### src/rtl/instr_sequencer_if.sv
// Bus bundle between the instruction sequencer (master) and its pipe-in,
// device mux, register file and pipe-out neighbours (slave).
interface instr_sequencer_if #(
  parameter int REG_AW = 4
);
  logic              instr_valid;
  logic [15:0]       instr_data;
  logic              instr_ready;
  logic              mux_valid;
  logic [7:0]        mux_addr;
  logic [3:0]        mux_cmd;
  logic [11:0]       mux_data;
  logic              mux_ready;
  logic              reg_we;
  logic [REG_AW-1:0] reg_addr;
  logic [23:0]       reg_wdata;
  logic [23:0]       reg_rdata;
  logic              out_valid;
  logic [15:0]       out_data;
  logic              out_ready;
  logic              busy;

  modport master (
    input  instr_valid, instr_data, mux_ready, reg_rdata, out_ready,
    output instr_ready, mux_valid, mux_addr, mux_cmd, mux_data,
           reg_we, reg_addr, reg_wdata, out_valid, out_data, busy
  );

  modport slave (
    output instr_valid, instr_data, mux_ready, reg_rdata, out_ready,
    input  instr_ready, mux_valid, mux_addr, mux_cmd, mux_data,
           reg_we, reg_addr, reg_wdata, out_valid, out_data, busy
  );
endinterface

### src/rtl/instr_sequencer.sv
// Single-issue executor for the 16-bit host instruction stream: decodes each
// word and drives the device mux, control registers, wait timer or pipe-out.
module instr_sequencer #(
  parameter int REG_AW = 4
) (
  input  logic                    i_clk,
  input  logic                    i_rst,
  instr_sequencer_if.master       bus_if
);
  typedef enum logic [2:0] {
    S_IDLE, S_EXEC, S_MUXREQ, S_WAIT, S_RD_LO, S_RD_HI
  } state_t;

  localparam logic [2:0] OP_SETSR = 3'd1;
  localparam logic [2:0] OP_LDSR  = 3'd2;
  localparam logic [2:0] OP_MUX   = 3'd3;
  localparam logic [2:0] OP_MUXE  = 3'd4;
  localparam logic [2:0] OP_WAIT  = 3'd5;
  localparam logic [2:0] OP_LDREG = 3'd6;
  localparam logic [2:0] OP_RDREG = 3'd7;

  state_t             r_state, w_state_next;
  logic [15:0]        r_ir, w_ir_next;
  logic [1:0][23:0]   r_sr, w_sr_next;
  logic [23:0]        r_rb, w_rb_next;
  logic [23:0]        r_cnt, w_cnt_next;
  logic               r_mux_valid, w_mux_valid_next;
  logic [7:0]         r_mux_addr, w_mux_addr_next;
  logic [3:0]         r_mux_cmd, w_mux_cmd_next;
  logic [11:0]        r_mux_data, w_mux_data_next;
  logic               r_reg_we, w_reg_we_next;
  logic [REG_AW-1:0]  r_reg_addr, w_reg_addr_next;
  logic [23:0]        r_reg_wdata, w_reg_wdata_next;
  logic               r_out_valid, w_out_valid_next;
  logic [15:0]        r_out_data, w_out_data_next;

  logic [2:0]  w_op;
  logic        w_ireg;
  logic [11:0] w_data;
  logic [23:0] w_sr_sel;

  assign w_op     = r_ir[15:13];
  assign w_ireg   = r_ir[12];
  assign w_data   = r_ir[11:0];
  assign w_sr_sel = r_sr[w_ireg];

  always_ff @(posedge i_clk or posedge i_rst) begin
    if (i_rst) r_state <= S_IDLE;
    else       r_state <= w_state_next;
  end

  // Registered outputs are loaded one step early so they are valid in the
  // state that owns them (reg_we in EXEC, mux_* in MUXREQ, out_* in RD_*).
  always_comb begin
    w_state_next     = r_state;
    w_ir_next        = r_ir;
    w_sr_next        = r_sr;
    w_rb_next        = r_rb;
    w_cnt_next       = r_cnt;
    w_mux_valid_next = r_mux_valid;
    w_mux_addr_next  = r_mux_addr;
    w_mux_cmd_next   = r_mux_cmd;
    w_mux_data_next  = r_mux_data;
    w_reg_we_next    = 1'b0;
    w_reg_addr_next  = r_reg_addr;
    w_reg_wdata_next = r_reg_wdata;
    w_out_valid_next = r_out_valid;
    w_out_data_next  = r_out_data;
    unique case (r_state)
      S_IDLE: begin
        if (bus_if.instr_valid) begin
          w_ir_next        = bus_if.instr_data;
          w_reg_we_next    = (bus_if.instr_data[15:13] == OP_LDREG);
          w_reg_addr_next  = bus_if.instr_data[REG_AW-1:0];
          w_reg_wdata_next = r_sr[bus_if.instr_data[12]];
          w_state_next     = S_EXEC;
        end
      end
      S_EXEC: begin
        w_state_next = S_IDLE;
        case (w_op)
          OP_SETSR: w_sr_next[w_ireg] = {12'h000, w_data};
          OP_LDSR:  w_sr_next[w_ireg][23:12] = w_data;
          OP_MUX, OP_MUXE: begin
            w_mux_valid_next = 1'b1;
            w_mux_addr_next  = w_data[11:4];
            w_mux_cmd_next   = w_data[3:0];
            w_mux_data_next  = (w_op == OP_MUXE) ? w_sr_sel[11:0] : 12'h000;
            w_state_next     = S_MUXREQ;
          end
          OP_WAIT: begin
            w_cnt_next = w_sr_sel;
            if (w_sr_sel != 24'd0) w_state_next = S_WAIT;
          end
          OP_RDREG: begin
            w_rb_next        = bus_if.reg_rdata;
            w_out_valid_next = 1'b1;
            w_out_data_next  = bus_if.reg_rdata[15:0];
            w_state_next     = S_RD_LO;
          end
          default: ;
        endcase
      end
      S_MUXREQ: begin
        if (bus_if.mux_ready) begin
          w_mux_valid_next = 1'b0;
          w_state_next     = S_IDLE;
        end
      end
      S_WAIT: begin
        if (r_cnt != 24'd0) w_cnt_next = r_cnt - 24'd1;
        if (r_cnt <= 24'd1) w_state_next = S_IDLE;
      end
      S_RD_LO: begin
        if (bus_if.out_ready) begin
          w_out_data_next = {8'h00, r_rb[23:16]};
          w_state_next    = S_RD_HI;
        end else begin
          w_out_data_next = r_rb[15:0];
        end
      end
      S_RD_HI: begin
        if (bus_if.out_ready) begin
          w_out_valid_next = 1'b0;
          w_state_next     = S_IDLE;
        end
      end
      default: w_state_next = S_IDLE;
    endcase
  end

  always_ff @(posedge i_clk or posedge i_rst) begin
    if (i_rst) begin
      r_ir        <= '0;
      r_sr        <= '0;
      r_rb        <= '0;
      r_cnt       <= '0;
      r_mux_valid <= 1'b0;
      r_mux_addr  <= '0;
      r_mux_cmd   <= '0;
      r_mux_data  <= '0;
      r_reg_we    <= 1'b0;
      r_reg_addr  <= '0;
      r_reg_wdata <= '0;
      r_out_valid <= 1'b0;
      r_out_data  <= '0;
    end else begin
      r_ir        <= w_ir_next;
      r_sr        <= w_sr_next;
      r_rb        <= w_rb_next;
      r_cnt       <= w_cnt_next;
      r_mux_valid <= w_mux_valid_next;
      r_mux_addr  <= w_mux_addr_next;
      r_mux_cmd   <= w_mux_cmd_next;
      r_mux_data  <= w_mux_data_next;
      r_reg_we    <= w_reg_we_next;
      r_reg_addr  <= w_reg_addr_next;
      r_reg_wdata <= w_reg_wdata_next;
      r_out_valid <= w_out_valid_next;
      r_out_data  <= w_out_data_next;
    end
  end

  assign bus_if.instr_ready = (r_state == S_IDLE);
  assign bus_if.busy        = (r_state != S_IDLE);
  assign bus_if.mux_valid   = r_mux_valid;
  assign bus_if.mux_addr    = r_mux_addr;
  assign bus_if.mux_cmd     = r_mux_cmd;
  assign bus_if.mux_data    = r_mux_data;
  assign bus_if.reg_we      = r_reg_we;
  assign bus_if.reg_addr    = r_reg_addr;
  assign bus_if.reg_wdata   = r_reg_wdata;
  assign bus_if.out_valid   = r_out_valid;
  assign bus_if.out_data    = r_out_data;
endmodule

### src/flat_wrapper.sv
// flat-port wrapper written by rule: the top's interface ports become plain ports
module instr_sequencer_flat 
#(
  parameter int REG_AW = 4
)
  (i_clk, i_rst, bus_if_instr_valid, bus_if_instr_data, bus_if_mux_ready, bus_if_reg_rdata, bus_if_out_ready, bus_if_instr_ready, bus_if_mux_valid, bus_if_mux_addr, bus_if_mux_cmd, bus_if_mux_data, bus_if_reg_we, bus_if_reg_addr, bus_if_reg_wdata, bus_if_out_valid, bus_if_out_data, bus_if_busy);
  instr_sequencer_if #(.REG_AW(REG_AW)) bus_if_i ();
  input  logic i_clk;
  input  logic i_rst;
  input wire logic [$bits(bus_if_i.instr_valid)-1:0] bus_if_instr_valid;
  input wire logic [$bits(bus_if_i.instr_data)-1:0] bus_if_instr_data;
  input wire logic [$bits(bus_if_i.mux_ready)-1:0] bus_if_mux_ready;
  input wire logic [$bits(bus_if_i.reg_rdata)-1:0] bus_if_reg_rdata;
  input wire logic [$bits(bus_if_i.out_ready)-1:0] bus_if_out_ready;
  output wire logic [$bits(bus_if_i.instr_ready)-1:0] bus_if_instr_ready;
  output wire logic [$bits(bus_if_i.mux_valid)-1:0] bus_if_mux_valid;
  output wire logic [$bits(bus_if_i.mux_addr)-1:0] bus_if_mux_addr;
  output wire logic [$bits(bus_if_i.mux_cmd)-1:0] bus_if_mux_cmd;
  output wire logic [$bits(bus_if_i.mux_data)-1:0] bus_if_mux_data;
  output wire logic [$bits(bus_if_i.reg_we)-1:0] bus_if_reg_we;
  output wire logic [$bits(bus_if_i.reg_addr)-1:0] bus_if_reg_addr;
  output wire logic [$bits(bus_if_i.reg_wdata)-1:0] bus_if_reg_wdata;
  output wire logic [$bits(bus_if_i.out_valid)-1:0] bus_if_out_valid;
  output wire logic [$bits(bus_if_i.out_data)-1:0] bus_if_out_data;
  output wire logic [$bits(bus_if_i.busy)-1:0] bus_if_busy;
  assign bus_if_i.instr_valid = bus_if_instr_valid;
  assign bus_if_i.instr_data = bus_if_instr_data;
  assign bus_if_i.mux_ready = bus_if_mux_ready;
  assign bus_if_i.reg_rdata = bus_if_reg_rdata;
  assign bus_if_i.out_ready = bus_if_out_ready;
  assign bus_if_instr_ready = bus_if_i.instr_ready;
  assign bus_if_mux_valid = bus_if_i.mux_valid;
  assign bus_if_mux_addr = bus_if_i.mux_addr;
  assign bus_if_mux_cmd = bus_if_i.mux_cmd;
  assign bus_if_mux_data = bus_if_i.mux_data;
  assign bus_if_reg_we = bus_if_i.reg_we;
  assign bus_if_reg_addr = bus_if_i.reg_addr;
  assign bus_if_reg_wdata = bus_if_i.reg_wdata;
  assign bus_if_out_valid = bus_if_i.out_valid;
  assign bus_if_out_data = bus_if_i.out_data;
  assign bus_if_busy = bus_if_i.busy;
  instr_sequencer #(.REG_AW(REG_AW)) u_core (.i_clk(i_clk), .i_rst(i_rst), .bus_if(bus_if_i));
endmodule
### config.mk
export PLATFORM = sky130hd
export DESIGN_NAME = instr_sequencer_flat
export DESIGN_NICKNAME = d
export VERILOG_FILES = /design/src/rtl/instr_sequencer_if.sv /design/src/rtl/instr_sequencer.sv /design/src/flat_wrapper.sv
export SDC_FILE = /design/constraint.sdc
export NUM_CORES = 1
export LEC_CHECK = 0
export CORE_ASPECT_RATIO = 0.75
export CORE_MARGIN = 2
export CORE_UTILIZATION = 30
export CTS_CLUSTER_DIAMETER = 30
export DETAILED_ROUTE_END_ITERATION = 8
export GPL_TIMING_DRIVEN = 0
export PLACE_DENSITY = 0.5
export REMOVE_ABC_BUFFERS = 1
export SYNTH_ARGS = -nofsm -noshare
export SYNTH_HDL_FRONTEND = slang
export SYNTH_SLANG_ARGS = --single-unit
### constraint.sdc
create_clock -name i_clk -period 5.6 [get_ports i_clk]
set_input_delay 0.56 -clock i_clk [delete_from_list [all_inputs] [get_ports i_clk]]
set_output_delay 0.56 -clock i_clk [all_outputs]
set_load 0.005 [all_outputs]
==> results of run 1 <==
## cell families (layout without fill, tap and decap cells)
logic type / after synthesis / count (layout) / share of synthesized area
and+or+nand+nor: 289 / 289 / 0.1583
DFF: 182 / 182 / 0.5407
AOI/OAI and AO/OA: 167 / 167 / 0.1260
muxes: 108 / 108 / 0.1367
buffers and inverters: 58 / 161 / 0.03179
adders and majority gates: 3 / 3 / 0.004457
xor gates and xnor gates: 2 / 2 / 0.002080
## Yosys cell counts, drive strengths merged (2+ instances only)
| cell | n |
|---|---|
| a211oi | 4 |
| a21oi | 51 |
| a221oi | 2 |
| a22oi | 8 |
| a2bb2oi | 3 |
| a31oi | 15 |
| a32oi | 3 |
| and2 | 5 |
| and3 | 5 |
| buf | 22 |
| clkbuf | 27 |
| dfrtp | 182 |
| ha | 3 |
| inv | 9 |
| mux2 | 56 |
| mux2i | 52 |
| nand2 | 159 |
| nand2b | 2 |
| nand3 | 8 |
| nand3b | 3 |
| nand4 | 6 |
| nor2 | 48 |
| nor2b | 7 |
| nor3 | 15 |
| nor3b | 4 |
| nor4 | 12 |
| o211ai | 11 |
| o21ai | 44 |
| o22a | 9 |
| o22ai | 4 |
| o311a | 2 |
| o32ai | 2 |
| or2 | 3 |
| or3 | 3 |
| or4 | 5 |
## state kept, by name, summed over array words and instances (netlist names), 4 cells and up
name                     flops
u_core.bus_if.mux_data      12
u_core.r_cnt                24
u_core.bus_if.reg_wdata     24
u_core.r_ir                 13
u_core.bus_if.out_data      16
u_core.r_rb                 24
u_core.bus_if.mux_addr       8
u_core.r_sr                 48
u_core.bus_if.mux_cmd        4
## area by class of cell
| cell class | count | share of cell area |
|---|---|---|
| timing repair buffer | 120 | 0.1179 |
| inverter | 9 | 0.003923 |
| sequential | 182 | 0.4329 |
| tap | 357 | 0.04244 |
| clock buffer | 17 | 0.04042 |
| clock inverter | 15 | 0.01938 |
| multi-input combinational | 569 | 0.3430 |
## power by group through the flow
stage	clock network [mW]	logic (mW)	registers, mW
after detailed placement	0	2.40	2.54
final	1.29	2.39	2.52
after global routing	1.37	2.66	2.62
after CTS	1.32	2.42	2.52
after global placement	0	2.37	2.53
after floorplan	0	1.37	2.40
## worst paths after layout
check,cells after the start,endpoint,startpoint,slack (ns)
setup / recovery,3,u_core.r_sr[26],u_core.r_ir[12],2.12
hold / removal,2,u_core.r_rb[16],u_core.r_rb[16],0.48
setup reg to reg,3,u_core.r_sr[26],u_core.r_ir[12],2.12
hold reg to reg,2,u_core.r_rb[16],u_core.r_rb[16],0.48
max in group asynchronous,3,u_core.r_ir[12],i_rst,4.06
min in group asynchronous,2,u_core.bus_if.reg_wdata[17],i_rst,0.55
## stage by stage
step                  util  hold slack (ns)  total power [mW]  instance area (um^2)  setup WS (ns)
floorplan                -           0.4452             3.779                  8189        0.09633
global placement    0.3530           0.4576             4.903                  9807         -2.907
detailed placement  0.3561           0.4623             4.947                  9894          2.091
CTS                 0.3788           0.4820             6.256                 10520          2.088
global route        0.3788           0.5080             6.649                 10520          1.814
finish              0.3788           0.4793             6.196                 10520          2.118
## worst max-delay path, cell delays in order (launching register included)
cell and delay, ns:
sky130_fd_sc_hd__dfrtp_2 0.91, sky130_fd_sc_hd__nand3_1 0.90, sky130_fd_sc_hd__nor2_1 1.12, sky130_fd_sc_hd__mux2_2 0.42
## per-layer routing
layer | track usage | share of wire | vias to the layer above
met1 | 0.2494 | 0.53 | 3179
met4 | 0.04023 | 0.0080 | 0
met3 | 0.03527 | 0.042 | 14
li1 | - | - | 3065
met2 | 0.2176 | 0.42 | 100
met5 | 0 | 0 | -
==> reports/qor.txt, run 1 <==
share of total power in combinational logic -> 0.385
buffers inserted during post-CTS setup optimization -> 0
final antenna diode count -> 0
cell type with the highest aggregate area in the netlist -> sky130_fd_sc_hd__dfrtp_1
maximum buffer depth of the clock tree -> 2
Req. time, crit path -> 5.92 ns
post-layout net count -> 947
final hold vios -> 0
clock share of power -> 0.207
number of enable flip-flop cells after synthesis -> 0
number of antenna-violating nets in the routed design -> 0
Port-buffer cells -> 117
Worst VDD drop -> 0.2572 mV
maximum fanout along the worst path -> 32
final cycle utilization of the critical path -> 0.6218
Placed Cells -> 1,237
combined global-route utilization of all metal layers -> 0.1591
quantity of gates resized following cts -> 0
die width -> 197.5 um
Final Slew Violations -> 0
Synth Instances -> 809
Tightest Hold Check Type -> reg -> reg
Pint -> 3.869 mW
Max Cap Violations -> 0
sort of element at the start of the critical path -> flip-flop
worst clock skew -> 0.01536 ns
most area-consuming cells after synthesis -> sky130_fd_sc_hd__dfrtp_1 (54%), sky130_fd_sc_hd__mux2_2 (7.5%), sky130_fd_sc_hd__nand2_1 (7.0%)
Critical Path End Type -> flip-flop
type of the worst setup path -> reg -> reg
TritonCTS clock tree -> yes
data arrival time of the worst path -> 3.80 ns
transition time at the pin with the least slew margin -> 1.195 ns
minimum clock period -> 3.482 ns
DRC -> 0
area of the core -> 27,790 um^2
ratio of routed vias to standard cells -> 5.010
Area growth syn-to-layout -> 24.94%
global placer's final weighted congestion -> 0.7605
wire length of the first global-routing pass -> 36,360 um
num rows -> 53
Max H-tree Level -> 4
# clock sinks -> 182
half-perimeter wire length after placement -> 15,440 um
RSZ-0062 raised after global routing -> no
status -> completed
I/O pins -> 118
proportion of synthesized flip-flops having asynchronous set or reset -> 1.000
sequential cell area -> 4556 um^2
layout filler cell count -> 2,695
final global-route overflow total -> 0
Root Buffer -> sky130_fd_sc_hd__clkbuf_16
via count -> 6,358
flip-flop cell with the highest count after synthesis -> sky130_fd_sc_hd__dfrtp_1
pin count of the biggest net entering global routing -> 124
commonest non-fill, non-tap cells in the layout -> sky130_fd_sc_hd__dfrtp_1 (181), sky130_fd_sc_hd__nand2_1 (158), sky130_fd_sc_hd__clkdlybuf4s50_1 (116)
Synth top area share -> 0.5407
number of flip-flops and latches in the synthesized netlist -> 182
1st-iter DRT viols -> 345
sw frac -> 0.3756
Max-Slew Margin vs Limit -> 0.2013
switching power of the nets -> 2.327 mW
final setup fails -> 0
Num CTS Buffers -> 17
Routed wire per std cell -> 17.83 um
clock transition at the register clock pins on the worst setup and hold paths after CTS -> 0.08 ns
average cell area after synthesis -> 10.41 um^2
combined area of all synthesized cells -> 8423 um^2
count of distinct cell types in the synthesized netlist -> 62
most frequent standard cell in the layout excluding fill and tap cells -> sky130_fd_sc_hd__dfrtp_1
share of final-layout standard cells stronger than drive strength 1 -> 0.1206
via count of the first global-routing pass -> 6,223
Total Wirelength -> 22,620 um
floorplan die area -> 29,450 um^2
Fmax -> 287.2 MHz
first-pass iteration count of the detailed router -> 5
Setup TNS -> 0 ns
Synthesis Warnings -> 0
Seq/Total Area, Yosys -> 0.5407
Clk Latency, worst-skew pair -> 0.44 ns
Die Span Y -> 149.1 um
multi-input gate area in the final layout -> 3610 um^2
final standard cell count with taps included and fillers excluded -> 1,269
leakage power -> 4.507 nW
initial standard-cell utilization of the core -> 0.3031
number of buffers inserted by hold repair at cts -> 0
Cell Pwr Density -> 588.8 nW/um^2
share of power burned in registers -> 0.407
antenna violations before repair -> 0
Power figures use the tool's default switching activity.
==> inputs of run 2 (changes only) <==
Settings changed: PLACE_DENSITY 0.5 to 0.48.
Clock period 5.6 ns to 3.46 ns, I/O delays scaled along.
==> run 2 against run 1 <==
Die area unchanged. Critical path type unchanged. Combinational power up 61%. Critical endpoint is now u_core.r_sr[31]. Design area down 0.73%. Largest cell class unchanged. Register-to-register slack worse by 1.9 ns. Sequential share of layout area up 0.32 points. Flip-flop and latch count unchanged. Power up 59%. Wire length up 0.70%. Global-route usage about the same. Clock power up 49%. Highest routed layer unchanged. Cell count about the same. Critical path depth unchanged.
==> reports/qor.txt, run 2 (synthesis results as in run 1) <==
status -> completed
number of cells on the worst reg-to-reg path -> 3
slowest stage cell on the critical path -> sky130_fd_sc_hd__dfrtp_2
total power -> 9.867 mW
num rows -> 53
final global-route overflow total -> 0
antenna violations before repair -> 0
Placement Setup Slack -> -0.09528 ns
final hold vios -> 0
Fmax -> 310.3 MHz
met3 routed wirelength -> 913 um
via count of the first global-routing pass -> 6,205
# clock sinks -> 182
Port-buffer cells -> 117
sort of element at the start of the critical path -> flip-flop
combined global-route utilization of all metal layers -> 0.1595
data arrival time of the worst path -> 3.55 ns
final setup fails -> 0
RSZ-0062 raised after global routing -> no
Die Span Y -> 149.1 um
Post-DP Area -> 9882 um^2
largest register by flop count -> u_core.r_sr
post-layout net count -> 947
first-pass iteration count of the detailed router -> 4
crit path from -> u_core.r_ir[12]
maximum buffer depth of the clock tree -> 2
Num CTS Buffers -> 17
worst clock skew -> 0.01264 ns
Max-Slew Margin vs Limit -> 0.2059
Max Cap Violations -> 0
Tightest Hold Check Type -> in -> async
Non-Filler Cell Area, Final -> 10,450 um^2
global placer's final weighted congestion -> 0.7680
crit-path max cell delay -> 0.90 ns
ratio of routed vias to standard cells -> 4.957
buffers inserted during post-CTS setup optimization -> 0
floorplan die area -> 29,450 um^2
met1 wire length -> 12,090 um
buffers plus inverters on the worst setup path -> 0
Critical Path End Type -> flip-flop
top routing layer used -> met4
minimum clock period -> 3.223 ns
DRC -> 0
number of antenna-violating nets in the routed design -> 0
Setup TNS -> 0 ns
maximum fanout along the worst path -> 32
die width -> 197.5 um
pin count of the biggest net entering global routing -> 123
I/O pins -> 118
via count -> 6,286
Final Worst Setup Slack -> 0.2370 ns
Final Slew Violations -> 0
commonest non-fill, non-tap cells in the layout -> sky130_fd_sc_hd__dfrtp_1 (181), sky130_fd_sc_hd__nand2_1 (158), sky130_fd_sc_hd__clkdlybuf4s50_1 (116)
Placed Cells -> 1,237
TritonCTS clock tree -> yes
half-perimeter wire length after placement -> 15,720 um
share of final-layout standard cells stronger than drive strength 1 -> 0.1196
final cycle utilization of the critical path -> 0.9315
met2 wirelength from detailed routing -> 9583 um
initial standard-cell utilization of the core -> 0.3031
type of the worst setup path -> reg -> reg
leakage power -> 4.472 nW
number of flip-flops in the largest register -> 48
clock transition at the register clock pins on the worst setup and hold paths after CTS -> 0.07 ns
final standard cell count with taps included and fillers excluded -> 1,268
cells along the critical path -> nand3_1 -> nor2_2 -> mux2_2
Cell Pwr Density -> 944.5 nW/um^2
Total Wirelength -> 22,780 um
Crit path depth -> 3
worst reg2reg startpoint -> u_core.r_ir[12]
area of the core -> 27,790 um^2
Worst VDD drop -> 0.4004 mV
CP top delay family -> simple AND/OR/NAND/NOR gates
Max H-tree Level -> 4
Routed wire per std cell -> 17.96 um
Area growth syn-to-layout -> 24.03%
final antenna diode count -> 0
1st-iter DRT viols -> 369
hold_ws -> 0.3393 ns
fin util -> 0.3760
most frequent standard cell in the layout excluding fill and tap cells -> sky130_fd_sc_hd__dfrtp_1
Req. time, crit path -> 3.78 ns
Root Buffer -> sky130_fd_sc_hd__clkbuf_16
Clk Latency, worst-skew pair -> 0.44 ns
wire length of the first global-routing pass -> 36,250 um
transition time at the pin with the least slew margin -> 1.188 ns
## run 2: layout make-up
type | instances | area (um^2)
clock inverter | 12 | 120.1
tap | 357 | 446.7
sequential | 182 | 4556
timing repair buffer | 120 | 1229
fill | 2757 | 17340
multi-input combinational | 569 | 3612
inverter | 9 | 41.29
clock buffer | 19 | 442.9
## run 2: final timing paths
check / slack [ns] / endpoint
worst min-delay path: 0.34 / u_core.bus_if.reg_wdata[18]
max in group asynchronous: 2.13 / u_core.r_ir[12]
worst min register to register: 0.48 / u_core.r_rb[5]
min in group i_clk: 0.44 / u_core.r_rb[22]
worst max-delay path: 0.24 / u_core.r_sr[31]
worst max register to register: 0.24 / u_core.r_sr[31]
## run 2: repair_timing
item / 4_1_cts / 5_1_grt
hold buffers: 0 / 0
gates resized for setup: 1 / 0
setup endpoints to repair: 12 / 0
endpoints found under the hold margin: 0 / 0
## run 2: where the power goes
| part | internal, mW | leakage [nW] | switching [mW] | total (mW) |
|---|---|---|---|---|
| combinational | 2.01 | 1.95 | 1.84 | 3.85 |
| sequential | 3.13 | 2.24 | 0.971 | 4.10 |
| clock | 1.02 | 0.276 | 0.891 | 1.92 |
## run 2: routing by layer
metal | vias to the layer above | track usage
met3 | 13 | 0.03527
li1 | 3062 | -
met5 | - | 0
met4 | 0 | 0.04060
met1 | 3102 | 0.2467
met2 | 109 | 0.2218
